## config.mk

```make
export PLATFORM = sky130hd
export DESIGN_NAME = keypad_entry_flat
export DESIGN_NICKNAME = d
export VERILOG_FILES = /design/src/rtl/keypad_entry_if.sv /design/src/rtl/keypad_entry.sv /design/src/flat_wrapper.sv
export SDC_FILE = /design/constraint.sdc
export NUM_CORES = 1
export LEC_CHECK = 0
export CORE_AREA = 4 4 92 77
export CTS_BUF_LIST = sky130_fd_sc_hd__clkbuf_8
export CTS_CLUSTER_DIAMETER = 60
export DETAILED_ROUTE_END_ITERATION = 10
export DIE_AREA = 0 0 96 81
export PLACE_DENSITY = 0.64
export SLEW_MARGIN = 30
export SYNTH_ARGS = -nofsm -noshare
export SYNTH_HDL_FRONTEND = slang
export SYNTH_SLANG_ARGS = --single-unit
```

## constraint.sdc

```tcl
create_clock -name clk -period 3.2 [get_ports clk]
set_input_delay 0.48 -clock clk [delete_from_list [all_inputs] [get_ports clk]]
set_output_delay 0.48 -clock clk [all_outputs]
set_load 0.02 [all_outputs]
```

## src/rtl/keypad_entry_if.sv

```systemverilog
// Keypad-entry signal bundle: matrix scan lines plus the key/strobe interface
// consumed by the lock. "master" is the keypad_entry side.
interface keypad_entry_if;
    logic [3:0] row;
    logic [3:0] col;
    logic       lock_active;
    logic [3:0] key;
    logic       key_valid;
    logic       unlock_button;

    modport master (
        input  row,
        input  lock_active,
        output col,
        output key,
        output key_valid,
        output unlock_button
    );

    modport slave (
        output row,
        output lock_active,
        input  col,
        input  key,
        input  key_valid,
        input  unlock_button
    );
endinterface

```

## src/rtl/keypad_entry.sv

```systemverilog
// 4x4 matrix keypad scanner with press/release debounce. Encodes digits onto
// key/key_valid, Enter onto unlock_button, '*' clears key. Suppressed in lockout.
module keypad_entry #(
    parameter int unsigned SCAN_DIV     = 16,
    parameter int unsigned DEBOUNCE_CNT = 1000
) (
    input  logic           clk,
    input  logic           rst,
    keypad_entry_if.master kp
);

    localparam int unsigned DwellW = $clog2(SCAN_DIV);
    localparam int unsigned DebW   = $clog2(DEBOUNCE_CNT + 1);
    localparam logic [DwellW-1:0] DwellLast = DwellW'(SCAN_DIV - 1);
    localparam logic [DebW-1:0]   DebTarget = DebW'(DEBOUNCE_CNT);

    typedef enum logic [1:0] {StScan, StDebPress, StHeld, StDebRelease} state_e;

    state_e            state_q, state_d;
    logic [3:0]        row_meta_q, row_s_q;
    logic [1:0]        col_idx_q, col_idx_d;
    logic [DwellW-1:0] dwell_q, dwell_d;
    logic [DebW-1:0]   deb_q, deb_d;
    logic [3:0]        cap_row_q, cap_row_d;
    logic [3:0]        cap_key_q, cap_key_d;   // {row index, column index}
    logic [3:0]        col_q, col_d;
    logic [3:0]        key_q, key_d;
    logic              key_valid_q, key_valid_d;
    logic              unlock_q, unlock_d;

    logic              row_one_low;
    logic [1:0]        row_idx;
    logic [DebW-1:0]   deb_inc;
    logic [1:0]        col_adv;
    logic [3:0]        digit;

    // Decode the synchronized row pattern: exactly one low bit is a valid press.
    always_comb begin
        row_one_low = 1'b1;
        row_idx     = 2'd0;
        unique case (row_s_q)
            4'b1110: row_idx = 2'd0;
            4'b1101: row_idx = 2'd1;
            4'b1011: row_idx = 2'd2;
            4'b0111: row_idx = 2'd3;
            default: row_one_low = 1'b0;
        endcase
    end

    assign deb_inc = (deb_q == DebTarget) ? deb_q : deb_q + 1'b1;
    assign col_adv = col_idx_q + 2'd1;
    // Rows 0..2, columns 0..2 map to digits 1..9 in reading order.
    assign digit   = {2'b00, cap_key_q[3:2]} * 4'd3 + {2'b00, cap_key_q[1:0]} + 4'd1;

    // Scan/debounce FSM next state and the registered key action.
    always_comb begin
        state_d     = state_q;
        col_idx_d   = col_idx_q;
        dwell_d     = dwell_q;
        deb_d       = deb_q;
        cap_row_d   = cap_row_q;
        cap_key_d   = cap_key_q;
        key_d       = key_q;
        key_valid_d = 1'b0;
        unlock_d    = 1'b0;
        unique case (state_q)
            StScan: begin
                if (dwell_q == DwellLast) begin
                    dwell_d = '0;
                    if (row_one_low) begin
                        // Column stays driven while the press is debounced.
                        cap_row_d = row_s_q;
                        cap_key_d = {row_idx, col_idx_q};
                        deb_d     = '0;
                        state_d   = StDebPress;
                    end else begin
                        col_idx_d = col_adv;
                    end
                end else begin
                    dwell_d = dwell_q + 1'b1;
                end
            end
            StDebPress: begin
                if (row_s_q == cap_row_q) begin
                    deb_d = deb_inc;
                    if (deb_inc == DebTarget) begin
                        state_d = StHeld;
                        // Lockout discards the action but still enters HELD.
                        if (!kp.lock_active && cap_key_q[1:0] != 2'd3) begin
                            if (cap_key_q[3:2] != 2'd3) begin
                                key_d       = digit;
                                key_valid_d = 1'b1;
                            end else if (cap_key_q[1:0] == 2'd0) begin
                                key_d = 4'd0;
                            end else if (cap_key_q[1:0] == 2'd1) begin
                                key_d       = 4'd0;
                                key_valid_d = 1'b1;
                            end else begin
                                unlock_d = 1'b1;
                            end
                        end
                    end
                end else begin
                    state_d   = StScan;
                    col_idx_d = col_adv;
                    dwell_d   = '0;
                end
            end
            StHeld: begin
                if (row_s_q == 4'hF) begin
                    deb_d   = '0;
                    state_d = StDebRelease;
                end
            end
            StDebRelease: begin
                if (row_s_q == 4'hF) begin
                    deb_d = deb_inc;
                    if (deb_inc == DebTarget) begin
                        state_d   = StScan;
                        col_idx_d = col_adv;
                        dwell_d   = '0;
                    end
                end else begin
                    state_d = StHeld;
                end
            end
            default: state_d = StScan;
        endcase
        col_d = ~(4'b0001 << col_idx_d);
    end

    // All state, the row synchronizer and the registered outputs.
    always_ff @(posedge clk or posedge rst) begin
        if (rst) begin
            state_q     <= StScan;
            row_meta_q  <= 4'hF;
            row_s_q     <= 4'hF;
            col_idx_q   <= 2'd0;
            dwell_q     <= '0;
            deb_q       <= '0;
            cap_row_q   <= 4'hF;
            cap_key_q   <= 4'd0;
            col_q       <= 4'b1110;
            key_q       <= 4'd0;
            key_valid_q <= 1'b0;
            unlock_q    <= 1'b0;
        end else begin
            state_q     <= state_d;
            row_meta_q  <= kp.row;
            row_s_q     <= row_meta_q;
            col_idx_q   <= col_idx_d;
            dwell_q     <= dwell_d;
            deb_q       <= deb_d;
            cap_row_q   <= cap_row_d;
            cap_key_q   <= cap_key_d;
            col_q       <= col_d;
            key_q       <= key_d;
            key_valid_q <= key_valid_d;
            unlock_q    <= unlock_d;
        end
    end

    assign kp.col           = col_q;
    assign kp.key           = key_q;
    assign kp.key_valid     = key_valid_q;
    assign kp.unlock_button = unlock_q;

endmodule

```

## src/flat_wrapper.sv

```systemverilog
// flat-port wrapper written by rule: the top's interface ports become plain ports
module keypad_entry_flat 
#(
    parameter int unsigned SCAN_DIV     = 16,
    parameter int unsigned DEBOUNCE_CNT = 1000
)
  (clk, rst, kp_row, kp_lock_active, kp_col, kp_key, kp_key_valid, kp_unlock_button);
  keypad_entry_if kp_i ();
  input  logic clk;
  input  logic rst;
  input wire logic [$bits(kp_i.row)-1:0] kp_row;
  input wire logic [$bits(kp_i.lock_active)-1:0] kp_lock_active;
  output wire logic [$bits(kp_i.col)-1:0] kp_col;
  output wire logic [$bits(kp_i.key)-1:0] kp_key;
  output wire logic [$bits(kp_i.key_valid)-1:0] kp_key_valid;
  output wire logic [$bits(kp_i.unlock_button)-1:0] kp_unlock_button;
  assign kp_i.row = kp_row;
  assign kp_i.lock_active = kp_lock_active;
  assign kp_col = kp_i.col;
  assign kp_key = kp_i.key;
  assign kp_key_valid = kp_i.key_valid;
  assign kp_unlock_button = kp_i.unlock_button;
  keypad_entry #(.SCAN_DIV(SCAN_DIV), .DEBOUNCE_CNT(DEBOUNCE_CNT)) u_core (.clk(clk), .rst(rst), .kp(kp_i));
endmodule
```

==> flow_metrics.py <==
metrics = {
    "routing": {
        "drt_iter0_drc": 152,
        "wl_per_cell_um": 13.50,
        "vias_per_cell": 5.210,
        "drtAntennaViolNets": 0,
        "vias": 1735,
        "dr.pass1.iters": 4,
        "drc": 0,
        "wirelength_mm": 4.494,
    },
    "clocking": {
        "cts_hold_buf": 0,
        "cts_sinks": 44,
        "cts_root_buf": "clkbuf_8",
        "cts_setup_buffers": 0,
        "cts_resized": 0,
        "cts_htree_levels": 2,
        "ctsLongestPathBuffers": 2,
        "cts_tree": "yes",
        "numCtsBuffers": 5,
        "worstSkewPairLatency_ns": 0.30,
        "cts.clk_slew.worst_paths_ns": 0.08,
    },
    "logic_synthesis": {
        "ys_async_sr_fraction_pct": 100.0,
        "synth_xor_area_share_pct": 3.300,
        "yosysWarnings": 0,
        "synthesis.area_um2": 2389,
        "yosysSeqAreaShare_pct": 46.88,
        "synth-edff-count": 0,
        "synth_adder_area_share_pct": 5.343,
        "avgSynthCellArea_um2": 10.43,
        "synth_top_area_share_pct": 30.38,
        "synth_top_family_by_area": "compound AO/OA/AOI/OAI gates",
        "synth_cell_type_count": 59,
        "synth_seq_cells": 44,
        "synthMuxAreaShare_pct": 4.086,
        "synth_compound_area_share_pct": 20.17,
        "yosys.area.top_type": "dfrtp_1",
        "ys.flop_type": "dfrtp_1",
        "netlist_instances": 229,
        "yosys.area_share.simple_pct": 16.87,
        "syn_nets": 245,
        "synthTopCellsByArea": "dfrtp_1 (30%), dfstp_2 (17%), nand2_1 (3.9%)",
    },
    "placed_design": {
        "dpl.hpwl_mm": 3.300,
        "dp_cells": 325,
        "port-buffer-count": 16,
        "dpl_cell_area_um2": 2641,
        "gp_congestion": 0.8662,
        "preCtsSetupSlack_ns": 0.5353,
    },
    "final_layout": {
        "syn_to_final_growth_pct": 15.66,
        "utilization_pct": 44.46,
        "final_nets": 264,
        "final_design_area_no_fill_um2": 2763,
        "n_antenna_cell": 0,
        "final_cell_mix": "dfrtp_1 (29), nand2_1 (25), clkdlybuf4s50_1 (16)",
        "final_common_cell": "dfrtp_1",
        "drive_gt1_share_pct": 13.65,
        "instances_no_fill": 333,
    },
    "die": {
        "io_pins": 17,
        "die-height_um": 81,
        "rows": 26,
        "die_x_um": 96,
        "dieArea_um2": 7776,
        "initial_utilization_pct": 38.44,
        "core_um2": 6213,
    },
    "power_and_ir_drop": {
        "ir_drop_mv": 0.1626,
        "p_clk_share_pct": 26.4,
        "p_comb_share_pct": 26.9,
        "p_per_area_nw_per_um2": 617.9,
        "intPower_mw": 1.176,
        "swShare_pct": 31.13,
        "total_power_mw": 1.707,
        "share_seq_of_total_power_pct": 46.7,
        "leakagePower_nw": 1.208,
        "p_switching_mw": 0.5314,
    },
    "global_route": {
        "grt_pass1_vias": 1688,
        "grt_pass1_wl_mm": 8.073,
        "overflow": 0,
        "grt_max_degree": 25,
        "antenna_found_initial": 0,
        "grtUsageTotal_pct": 13.21,
    },
    "timing": {
        "fin_crit_sh_pct": 83.88,
        "fin_crit_ns": 2.684,
        "fin_ws_ns": 0.5160,
        "setup_viol": 0,
        "tns_ns": 0,
        "hold_viol": 0,
        "fmax_mhz": 372.6,
        "whs_ns": 0.3586,
        "drv_slew": 0,
        "rsz0062_at_grt": "false",
        "finClkSkew_ns": 0.003999,
        "maxSlewHeadroom_pct": 45.88,
        "worstMarginPinSlew_ns": 0.8068,
    },
    "run": {
        "max_cap_viol_count": 0,
    },
    "critical_path": {
        "cp-end-kind": "flop",
        "worstPathRequired_ns": 3.39,
        "worstPathArrival_ns": 2.87,
        "crit_path_start_kind": "flop",
        "crit_type": "flop to flop",
        "cp_max_fo": 8,
    },
    "run_status": {
        "status": "complete, no violations",
    },
    "worst_hold_path": {
        "hold_path.class": "flop to flop",
    },
}
-- power by group through the flow --
| stage | Sequential, mW | Combinational [mW] | Clock, mW |
|---|---|---|---|
| global placement | 0.806 | 0.458 | 0 |
| CTS | 0.797 | 0.464 | 0.465 |
| detailed placement | 0.807 | 0.463 | 0 |
| floorplan | 0.797 | 0.331 | 0 |
| global route | 0.817 | 0.523 | 0.495 |
| finish | 0.797 | 0.460 | 0.450 |
-- area by class of cell --
cell class | instances | area (um^2)
Clock buffer | 6 | 82.58
Tap cell | 84 | 105.1
Inverter | 10 | 37.54
Fill cell | 578 | 3451
Multi-Input combinational cell | 167 | 1189
Timing Repair Buffer | 20 | 190.2
Sequential cell | 44 | 1120
Clock inverter | 2 | 38.79
-- metal layers --
layer	part of all wire, %	track usage (%)
met5	0	0
met4	1.3	3.409
met3	5.2	3.796
met2	42	19.64
met1	51	18.82
-- critical path, stage by stage, from the launching register on --
cell	delay, ns
dfrtp_1	0.47
inv_1	0.13
ha_1	0.16
and4bb_1	0.23
or3b_4	0.42
a2111oi_4	0.35
o2111a_1	0.35
nand4_1	0.21
a32o_1	0.26
-- worst paths after layout --
check	endpoint	slack (ns)	cells after the start	from
hold / removal	u_core.row_s_q[0]	0.36	0	u_core.row_meta_q[0]
setup / recovery	u_core.kp.key[0]	0.52	8	u_core.deb_q[0]
setup reg to reg	u_core.kp.key[0]	0.52	8	u_core.deb_q[0]
hold reg to reg	u_core.row_s_q[0]	0.36	0	u_core.row_meta_q[0]
max in group asynchronous	u_core.row_meta_q[2]	1.91	3	rst
min in group asynchronous	u_core.cap_key_q[3]	0.54	2	rst
-- state kept, by name, summed over array words and instances (netlist names), 2 cells and up --
register	count
u_core.deb_q	10
u_core.cap_key_q	4
u_core.cap_row_q	4
u_core.dwell_q	4
u_core.kp.col	4
u_core.kp.key	4
u_core.row_meta_q	4
u_core.row_s_q	4
u_core.col_idx_q	2
u_core.state_q	2
-- kinds of logic (layout without fill, tap and decap cells) --
logic type / Yosys count / in the layout
mux: 9 / 9
simple gates: 78 / 78
fa+ha+maj: 9 / 9
compound gates: 62 / 62
flops: 44 / 44
xor+xnor: 9 / 9
buf+inv: 18 / 38
-- synth_stat cells (3+ instances only) --
| cell | n |
|---|---|
| dfrtp_1 | 29 |
| nand2_1 | 25 |
| dfstp_2 | 15 |
| nor2_1 | 13 |
| o21ai_0 | 11 |
| inv_1 | 10 |
| a21oi_1 | 9 |
| nand3_1 | 9 |
| ha_1 | 7 |
| xor2_1 | 6 |
| a21o_1 | 5 |
| o22a_1 | 5 |
| o2bb2ai_1 | 5 |
| mux2_1 | 4 |
| a32o_1 | 3 |
| and2_1 | 3 |
| and3_1 | 3 |
| clkbuf_1 | 3 |
| mux2i_1 | 3 |
| nand2b_1 | 3 |
| nor2b_1 | 3 |
| nor3_1 | 3 |
| xnor2_1 | 3 |
No activity file was read; power rests on OpenSTA's default activity.
